`src/rtl/icw_ocw_sequencer.sv`:
```
`default_nettype none
// ============================================================================
// Module   : icw_ocw_sequencer
// Purpose  : Command-word sequencer for an 8259-style interrupt controller.
//            Turns the decoder's write strobes into single write events,
//            steps through ICW1 -> ICW2 -> [ICW3] -> [ICW4], then routes
//            A1 writes to OCW1 (IMR) and A0 writes to OCW2/OCW3. Holds every
//            configuration register the resolver, cascade and mask logic use.
// Ports    : clk, reset_n (async, active low)
//            internal_bus[7:0]                  write data
//            write_ICW_1, write_ICW2_4,
//            write_OCW2, write_OCW3             level strobes (sync to clk)
//            init_done                          1 while in READY
//            level_trigger, single_mode         ICW1 LTIM / SNGL
//            vector_base[4:0]                   ICW2[7:3]
//            cascade_cfg[7:0]                   ICW3
//            auto_eoi, buffered_mode,
//            buffer_master, special_fully_nested ICW4 fields
//            interrupt_mask[7:0]                OCW1 / IMR
//            ocw2_valid, ocw2_cmd, ocw2_level   OCW2 pulse + fields
//            read_isr_sel, poll_cmd             OCW3 RR/RIS and P pulse
//            special_mask_mode                  SMM state
// Options  : SPECIAL_MASK_MODE_EN - enables OCW3 ESMM/SMM handling; when
//            undefined special_mask_mode is tied 0.
// Revision : 1.0 - initial release
// ============================================================================
module icw_ocw_sequencer #(
  parameter logic [7:0] IMR_RESET    = 8'h00,
  parameter logic [4:0] VECTOR_RESET = 5'b00000
) (
  input  logic       clk,
  input  logic       reset_n,
  input  logic [7:0] internal_bus,
  input  logic       write_ICW_1,
  input  logic       write_ICW2_4,
  input  logic       write_OCW2,
  input  logic       write_OCW3,
  output logic       init_done,
  output logic       level_trigger,
  output logic       single_mode,
  output logic [4:0] vector_base,
  output logic [7:0] cascade_cfg,
  output logic       auto_eoi,
  output logic       buffered_mode,
  output logic       buffer_master,
  output logic       special_fully_nested,
  output logic [7:0] interrupt_mask,
  output logic       ocw2_valid,
  output logic [2:0] ocw2_cmd,
  output logic [2:0] ocw2_level,
  output logic       read_isr_sel,
  output logic       poll_cmd,
  output logic       special_mask_mode
);

  localparam logic [2:0] ST_WAIT_ICW1 = 3'd0;
  localparam logic [2:0] ST_WAIT_ICW2 = 3'd1;
  localparam logic [2:0] ST_WAIT_ICW3 = 3'd2;
  localparam logic [2:0] ST_WAIT_ICW4 = 3'd3;
  localparam logic [2:0] ST_READY     = 3'd4;

  logic [2:0] state_q, state_d;
  logic [3:0] strobe_q;          // {OCW3, OCW2, A1, ICW1} from last cycle
  logic       ic4_q, ic4_d;
  logic       ltim_q, ltim_d;
  logic       sngl_q, sngl_d;
  logic [4:0] vec_q, vec_d;
  logic [7:0] cas_q, cas_d;
  logic       aeoi_q, aeoi_d;
  logic       buf_q, buf_d;
  logic       ms_q, ms_d;
  logic       sfnm_q, sfnm_d;
  logic [7:0] imr_q, imr_d;
  logic       valid_q, valid_d;
  logic [2:0] cmd_q, cmd_d;
  logic [2:0] lvl_q, lvl_d;
  logic       risr_q, risr_d;
  logic       poll_q, poll_d;

  logic [3:0] w_strobe;
  logic       ev_icw1, ev_a1, ev_ocw2, ev_ocw3;

  assign w_strobe = {write_OCW3, write_OCW2, write_ICW2_4, write_ICW_1};

  // Rising-edge detect: a strobe held high yields exactly one event.
  assign ev_icw1 = w_strobe[0] & ~strobe_q[0];
  assign ev_a1   = w_strobe[1] & ~strobe_q[1];
  assign ev_ocw2 = w_strobe[2] & ~strobe_q[2];
  assign ev_ocw3 = w_strobe[3] & ~strobe_q[3];

  // ---------------------------------------------------------------- state reg
  always_ff @(posedge clk or negedge reset_n) begin
    if (!reset_n) begin
      state_q  <= ST_WAIT_ICW1;
      strobe_q <= 4'b0000;
    end else begin
      state_q  <= state_d;
      strobe_q <= w_strobe;
    end
  end

  // --------------------------------------------------------------- next state
  always_comb begin
    state_d = state_q;
    if (ev_icw1) begin
      state_d = ST_WAIT_ICW2;
    end else if (ev_a1) begin
      case (state_q)
        ST_WAIT_ICW2: state_d = !sngl_q ? ST_WAIT_ICW3 :
                                (ic4_q  ? ST_WAIT_ICW4 : ST_READY);
        ST_WAIT_ICW3: state_d = ic4_q ? ST_WAIT_ICW4 : ST_READY;
        ST_WAIT_ICW4: state_d = ST_READY;
        ST_WAIT_ICW1,
        ST_READY:     state_d = state_q;
        default:      state_d = ST_WAIT_ICW1;
      endcase
    end
  end

  // ------------------------------------------------------------- output comb
  always_comb begin
    init_done = (state_q == ST_READY);
  end

`ifdef SPECIAL_MASK_MODE_EN
  logic smm_q, smm_d;
  assign special_mask_mode = smm_q;
`else
  assign special_mask_mode = 1'b0;
`endif

  // ------------------------------------------------------ register next values
  always_comb begin
    ic4_d   = ic4_q;
    ltim_d  = ltim_q;
    sngl_d  = sngl_q;
    vec_d   = vec_q;
    cas_d   = cas_q;
    aeoi_d  = aeoi_q;
    buf_d   = buf_q;
    ms_d    = ms_q;
    sfnm_d  = sfnm_q;
    imr_d   = imr_q;
    cmd_d   = cmd_q;
    lvl_d   = lvl_q;
    risr_d  = risr_q;
    valid_d = 1'b0;
    poll_d  = 1'b0;
`ifdef SPECIAL_MASK_MODE_EN
    smm_d   = smm_q;
`endif
    if (ev_icw1) begin
      ltim_d = internal_bus[3];
      sngl_d = internal_bus[1];
      ic4_d  = internal_bus[0];
      imr_d  = IMR_RESET;
      aeoi_d = 1'b0;
      buf_d  = 1'b0;
      ms_d   = 1'b0;
      sfnm_d = 1'b0;
      risr_d = 1'b0;
      cas_d  = 8'h00;
`ifdef SPECIAL_MASK_MODE_EN
      smm_d  = 1'b0;
`endif
    end else if (ev_a1) begin
      // A1 wins over a coincident OCW2/OCW3, which is then dropped.
      case (state_q)
        ST_WAIT_ICW2: vec_d = internal_bus[7:3];
        ST_WAIT_ICW3: cas_d = internal_bus;
        ST_WAIT_ICW4: begin
          sfnm_d = internal_bus[4];
          buf_d  = internal_bus[3];
          ms_d   = internal_bus[2];
          aeoi_d = internal_bus[1];
        end
        ST_READY:     imr_d = internal_bus;
        default:      imr_d = imr_q;
      endcase
    end else if (state_q == ST_READY) begin
      if (ev_ocw2) begin
        valid_d = 1'b1;
        cmd_d   = internal_bus[7:5];
        lvl_d   = internal_bus[2:0];
      end
      if (ev_ocw3) begin
        if (internal_bus[1]) risr_d = internal_bus[0];
        if (internal_bus[2]) poll_d = 1'b1;
`ifdef SPECIAL_MASK_MODE_EN
        if (internal_bus[6]) smm_d = internal_bus[5];
`endif
      end
    end
  end

  always_ff @(posedge clk or negedge reset_n) begin
    if (!reset_n) begin
      ic4_q   <= 1'b0;
      ltim_q  <= 1'b0;
      sngl_q  <= 1'b0;
      vec_q   <= VECTOR_RESET;
      cas_q   <= 8'h00;
      aeoi_q  <= 1'b0;
      buf_q   <= 1'b0;
      ms_q    <= 1'b0;
      sfnm_q  <= 1'b0;
      imr_q   <= IMR_RESET;
      valid_q <= 1'b0;
      cmd_q   <= 3'b000;
      lvl_q   <= 3'b000;
      risr_q  <= 1'b0;
      poll_q  <= 1'b0;
`ifdef SPECIAL_MASK_MODE_EN
      smm_q   <= 1'b0;
`endif
    end else begin
      ic4_q   <= ic4_d;
      ltim_q  <= ltim_d;
      sngl_q  <= sngl_d;
      vec_q   <= vec_d;
      cas_q   <= cas_d;
      aeoi_q  <= aeoi_d;
      buf_q   <= buf_d;
      ms_q    <= ms_d;
      sfnm_q  <= sfnm_d;
      imr_q   <= imr_d;
      valid_q <= valid_d;
      cmd_q   <= cmd_d;
      lvl_q   <= lvl_d;
      risr_q  <= risr_d;
      poll_q  <= poll_d;
`ifdef SPECIAL_MASK_MODE_EN
      smm_q   <= smm_d;
`endif
    end
  end

  assign level_trigger        = ltim_q;
  assign single_mode          = sngl_q;
  assign vector_base          = vec_q;
  assign cascade_cfg          = cas_q;
  assign auto_eoi             = aeoi_q;
  assign buffered_mode        = buf_q;
  assign buffer_master        = ms_q;
  assign special_fully_nested = sfnm_q;
  assign interrupt_mask       = imr_q;
  assign ocw2_valid           = valid_q;
  assign ocw2_cmd             = cmd_q;
  assign ocw2_level           = lvl_q;
  assign read_isr_sel         = risr_q;
  assign poll_cmd             = poll_q;

endmodule
`default_nettype wire

```
`config.mk`:
```
export PLATFORM = sky130hd
export DESIGN_NAME = icw_ocw_sequencer
export DESIGN_NICKNAME = d
export VERILOG_FILES = /design/src/rtl/icw_ocw_sequencer.sv
export SDC_FILE = /design/constraint.sdc
export NUM_CORES = 1
export LEC_CHECK = 0
export BUFFER_PORTS_ARGS = -buffer_cell sky130_fd_sc_hd__clkbuf_2
export CELL_PAD_IN_SITES_DETAIL_PLACEMENT = 1
export CELL_PAD_IN_SITES_GLOBAL_PLACEMENT = 2
export CORE_ASPECT_RATIO = 1.2
export CORE_MARGIN = 4
export CORE_UTILIZATION = 28
export CTS_CLUSTER_SIZE = 12
export DETAILED_ROUTE_END_ITERATION = 10
export GPL_ROUTABILITY_DRIVEN = 1
export PLACE_DENSITY = 0.74
export REMOVE_ABC_BUFFERS = 1
export SLEW_MARGIN = 20
export SYNTH_ARGS = -nofsm -noshare
export SYNTH_HDL_FRONTEND = slang
export SYNTH_SLANG_ARGS = --single-unit
```
`constraint.sdc`:
```
create_clock -name clk -period 1.5 [get_ports clk]
set_input_delay 0.3 -clock clk [delete_from_list [all_inputs] [get_ports clk]]
set_output_delay 0.3 -clock clk [all_outputs]
set_load 0.02 [all_outputs]
```
Word-level counts from Yosys, hierarchy flattened
Cells that the tools add are included.
{ "word_totals": {"out_inout_bits": 38, "wordCells": 85, "register_bits": 44} }
{ "op_classes": {"n_bitwise": 10, "eq_ne": 6, "n_mux": 37, "n_reduce_logical": 15} }
{ "ops": {"columns": ["op", "count"], "rows": [
  ["two-way mux 8 bit", 6],
  ["two-way mux 1 bit", 26],
  ["two-way mux 3 bit", 4],
  ["one-hot mux 3 bit (4 select lines)", 1],
  ["nonzero test 2 bit", 6],
  ["AND reduction 2 bit", 4],
  ["AND reduction 4 bit", 2],
  ["equality test 3 x 2 -> 1 bit (second input constant)", 2],
  ["inverter 1 bit", 6],
  ["bitwise AND 1 bit", 4],
  ["inequality test 2 bit (second input constant)", 2],
  ["equality test 3 x 1 -> 1 bit (second input constant)", 1],
  ["equality test 3 bit (second input constant)", 1],
  ["logical NOT 3 bit", 1],
  ["AND reduction 3 bit", 1],
  ["OR reduction 2 bit", 1]
]} }

Logic depth before layout (Yosys ltp)
{ "depth": {"word_depth": 6, "ltp_mapped": 6} }

Least setup slack after synthesis
Ideal clock, no wire load.
{ "synth_timing": {"kind": "reg2reg", "from": "register state_q[0]", "to": "register cmd_q[0] (netlist: ocw2_cmd[0])", "path_slack_ns": 0.018, "arrival_time_ns": 1.358, "n_path_buf": 1, "path_stages_with_launch": 6, "setup_time_ns": 0.125, "t_required_ns": 1.375, "cell_sequence": "dfrtp_1 > or3b_1 > buf_2 > clkinv_2 > nand4_4 > mux2_2"} }
{ "synth_between": {"elab_chain_cells": 2} }
{ "synth_lines": {"columns": ["element", "line_no", "source"], "rows": [
  ["from (decl)", "62", "logic [2:0] state_q, state_d;"],
  ["from (signal assigned)", "97", "state_q <= state_d;"],
  ["equality test 3 bit", "180", "end else if (state_q == ST_READY) begin"],
  ["AND reduction 4 bit (no source line)", null, null],
  ["to (signal assigned)", "228", "cmd_q <= cmd_d;"],
  ["to (decl)", "75", "logic [2:0] cmd_q, cmd_d;"]
]} }
Every way passes these cells.
A chain may end at the register's enable or synchronous reset.

Final worst setup path
{ "layout_timing": {"from": "register state_q[1]", "to": "register lvl_q[0] (netlist: ocw2_level[0])"} }
{ "layout_between": {"elab_chain_cells": 2} }
{ "layout_lines": {"columns": ["element", "line_no", "source"], "rows": [
  ["equality test 3 bit", "180", null],
  ["AND reduction 4 bit (no source line)", null, null],
  ["to (signal assigned)", "229", "lvl_q <= lvl_d;"],
  ["to (decl)", "76", "logic [2:0] lvl_q, lvl_d;"]
]} }
Every way passes these cells.

==> results.cfg <==
[outcome]
outcome = finished, violations left
violations = negative setup slack

[cts]
clockBufferDepth = 2
clock_sinks = 44
cts_buffers = 5
root_buffer = clkbuf_8
cts_tree = built
htreeDepth = 2
path_clk_slew_ps = 80
clock_latency_ps = 300

[die]
std_cell_rows = 32
die-area_mm2 = 0.00806
initial_core_util_pct = 29.0
die_height_um = 97.6
coreArea_mm2 = 0.00645
die_w_um = 82.6
io_pins = 52

[hold_path]
hold_class = input port to register
min_path_cells = 1
hold_path_end = strobe_q[2]
min_from = write_OCW2

[setup_path]
cp.arrival_ps = 1770
r2r-end = ocw2_level[0]
worst_r2r_path_depth = 5
crit_fanout = 7
crit_type = register to register
cp-start-kind = register
critical_path_required_ps = 1690
rrSetupSlack_ps = -90
critical_path.endpoint_type = register
r2r-start = state_q[1]

[grt]
grt_pass1_wl_mm = 9.00
globalRoute.totalOverflow = 0
antenna_found_initial = 0
grt_usage_pct = 14.6
grt_max_degree = 45
grt_pass1_vias = 1698

[synthesis]
synthFlopType = dfrtp_1
yosys_warnings = 0
synth_cell_types = 26
synthArstFlopShare_pct = 100
synth_top_area_cell = dfrtp_1
synth_area_leaders = dfrtp_1 59%, mux2_2 6.6%, a21oi_1 6.4%, o21ai_0 6.4%, nand3_1 4.8%
synth.top_cell.area_share_pct = 58.8
yosysSeqAreaShare_pct = 58.8
synth_area_mm2 = 0.00187
syn_avg_cell_area_um2 = 10.6
synth_edf_count = 0
synth_cells = 177
synth_common_cells = 44 x dfrtp_1, 24 x a21oi_1, 24 x o21ai_0
synth-seq-cells = 44
synth.most_common_cell = dfrtp_1

[sta]
finalHoldViolations = 0
slew_viol_final = 0
finalClockSkew_ps = 1.75
max_freq_mhz = 630
rsz0062_at_grt = true
layout_setup_ws_ps = -87.1
period_needed_ps = 1590
fin_crit_sh_pct = 106
finalSetupViolations = 11

[pwr]
total_power_mw = 3.03
worst_ir_drop_vdd_uv = 445
leakage_nw = 1.21
p_per_area_mw_per_mm2 = 1180

[detailed_routing]
routed_wl_mm = 5.54
ant_nets = 0
wl_per_cell_um = 16.9
vias_per_cell = 4.89
num_vias = 1604
drt-pass1-iter-count = 4
drtIter0Drc = 54
drc = 0

[placement]
place_ws_ps = -45.4
dp_hpwl_mm = 3.81
dp_cells = 314
port_buffers = 50
place.gp.congestion = 0.772

[finish]
nets = 256
areaGrowthSynthToFinish_pct = 36.6
drive_above_1_share_pct = 43.2
layoutNonFillerInstCount = 328
diodes = 0
fillers = 746

[flow_run]
max-cap-violations = 0
==> layout make-up <==
cell class,count,area [um2],area share [%]
sequential,44,1100,43.1
multi-input combinational,117,757,29.6
timing repair buffer,72,473,18.5
tap,85,106,4.16
clock buffer,6,72.6,2.84
clock inverter,2,35.0,1.37
inverter,2,12.5,0.489
==> flip-flops by register name, summed over array words and instances (netlist names), 3 cells and up <==
register	flops
cascade_cfg	8
interrupt_mask	8
ocw2_cmd	3
ocw2_level	3
state_q	3
strobe_q	4
vector_base	5
==> kinds of logic (layout without fill, tap and decap cells) <==
| kind of cell | after synthesis | count (layout) | share of synthesized area [%] |
|---|---|---|---|
| other | 1 | 1 | 0.200 |
| flip-flops | 44 | 44 | 58.8 |
| AND/OR/NAND/NOR | 55 | 55 | 16.6 |
| buffers and inverters | 16 | 82 | 3.94 |
| multiplexers | 12 | 12 | 7.15 |
| AO/OA/AOI/OAI | 49 | 49 | 13.3 |
==> report_power, final <==
group	total (mW)	switching (mW)	leakage (nW)	internal (mW)
sequential	1.39	0.0713	0.583	1.32
clock	0.908	0.413	0.0552	0.495
combinational	0.726	0.435	0.575	0.290
total	3.03	0.920	1.21	2.11
==> worst max path at each step <==
stage                            from            end  slack [ps]  depth (start not counted)
after floorplan           strobe_q[0]     state_q[2]        -230                          3
after global placement     state_q[2]  ocw2_level[0]         -30                          4
after detailed placement   state_q[2]    ocw2_cmd[1]         -50                          4
after CTS                  state_q[0]      init_done        -110                          3
after global routing       state_q[1]  ocw2_level[0]        -150                          5
final                      state_q[1]  ocw2_level[0]         -90                          5
==> cell usage in the layout (no fill, tap or decap), types with 2 or more instances in the layout <==
cell type	n
nand2_1	14
buf_8	2
o21ai_1	2
clkbuf_2	49
nand4_1	5
nand2b_1	4
dfrtp_1	44
a21oi_2	6
nand3_1	14
buf_4	16
mux2_2	10
nand3_2	4
clkbuf_8	5
nor2b_1	5
buf_6	2
a21oi_1	18
or3b_4	2
o21ai_0	22
==> what timing repair did <==
item / in CTS / in global routing
buffers inserted: 2 / 2
resized for setup: 6 / 18
pin swaps: 0 / 7
hold endpoints to repair: 44 / 0
hold buffers: 1 / 0
cloned: 0 / 1
setup endpoints to repair: 11 / 26
==> stage by stage <==
stage | setup TNS [ps] | utilization [%] | hold slack, ps | cell area [um2]
2_1_floorplan | -3470 | - | 4.41 | 1810
3_3_place_gp | -185 | 35.7 | 306 | 2300
3_5_place_dp | -253 | 35.7 | 308 | 2300
4_1_cts | -662 | 38.0 | 112 | 2450
5_1_grt | -1600 | 39.7 | 113 | 2560
6_report | -598 | 39.7 | 116 | 2560
==> critical path, cell delays in order (launching register included) <==
cell and delay, ps:
dfrtp_1 390, or3b_4 420, clkinv_4 70, buf_6 100, nand4_4 150, mux2_4 350
==> layer usage <==
metal  GRT usage [%]  share of wire [%]  vias up
li1                -                  -      751
met1            19.4                 46      810
met2            23.1                 48       36
met3            4.17                4.9        7
met4            3.52                1.3        0
met5               0                  0        -
Power figures use the tool's default switching activity.
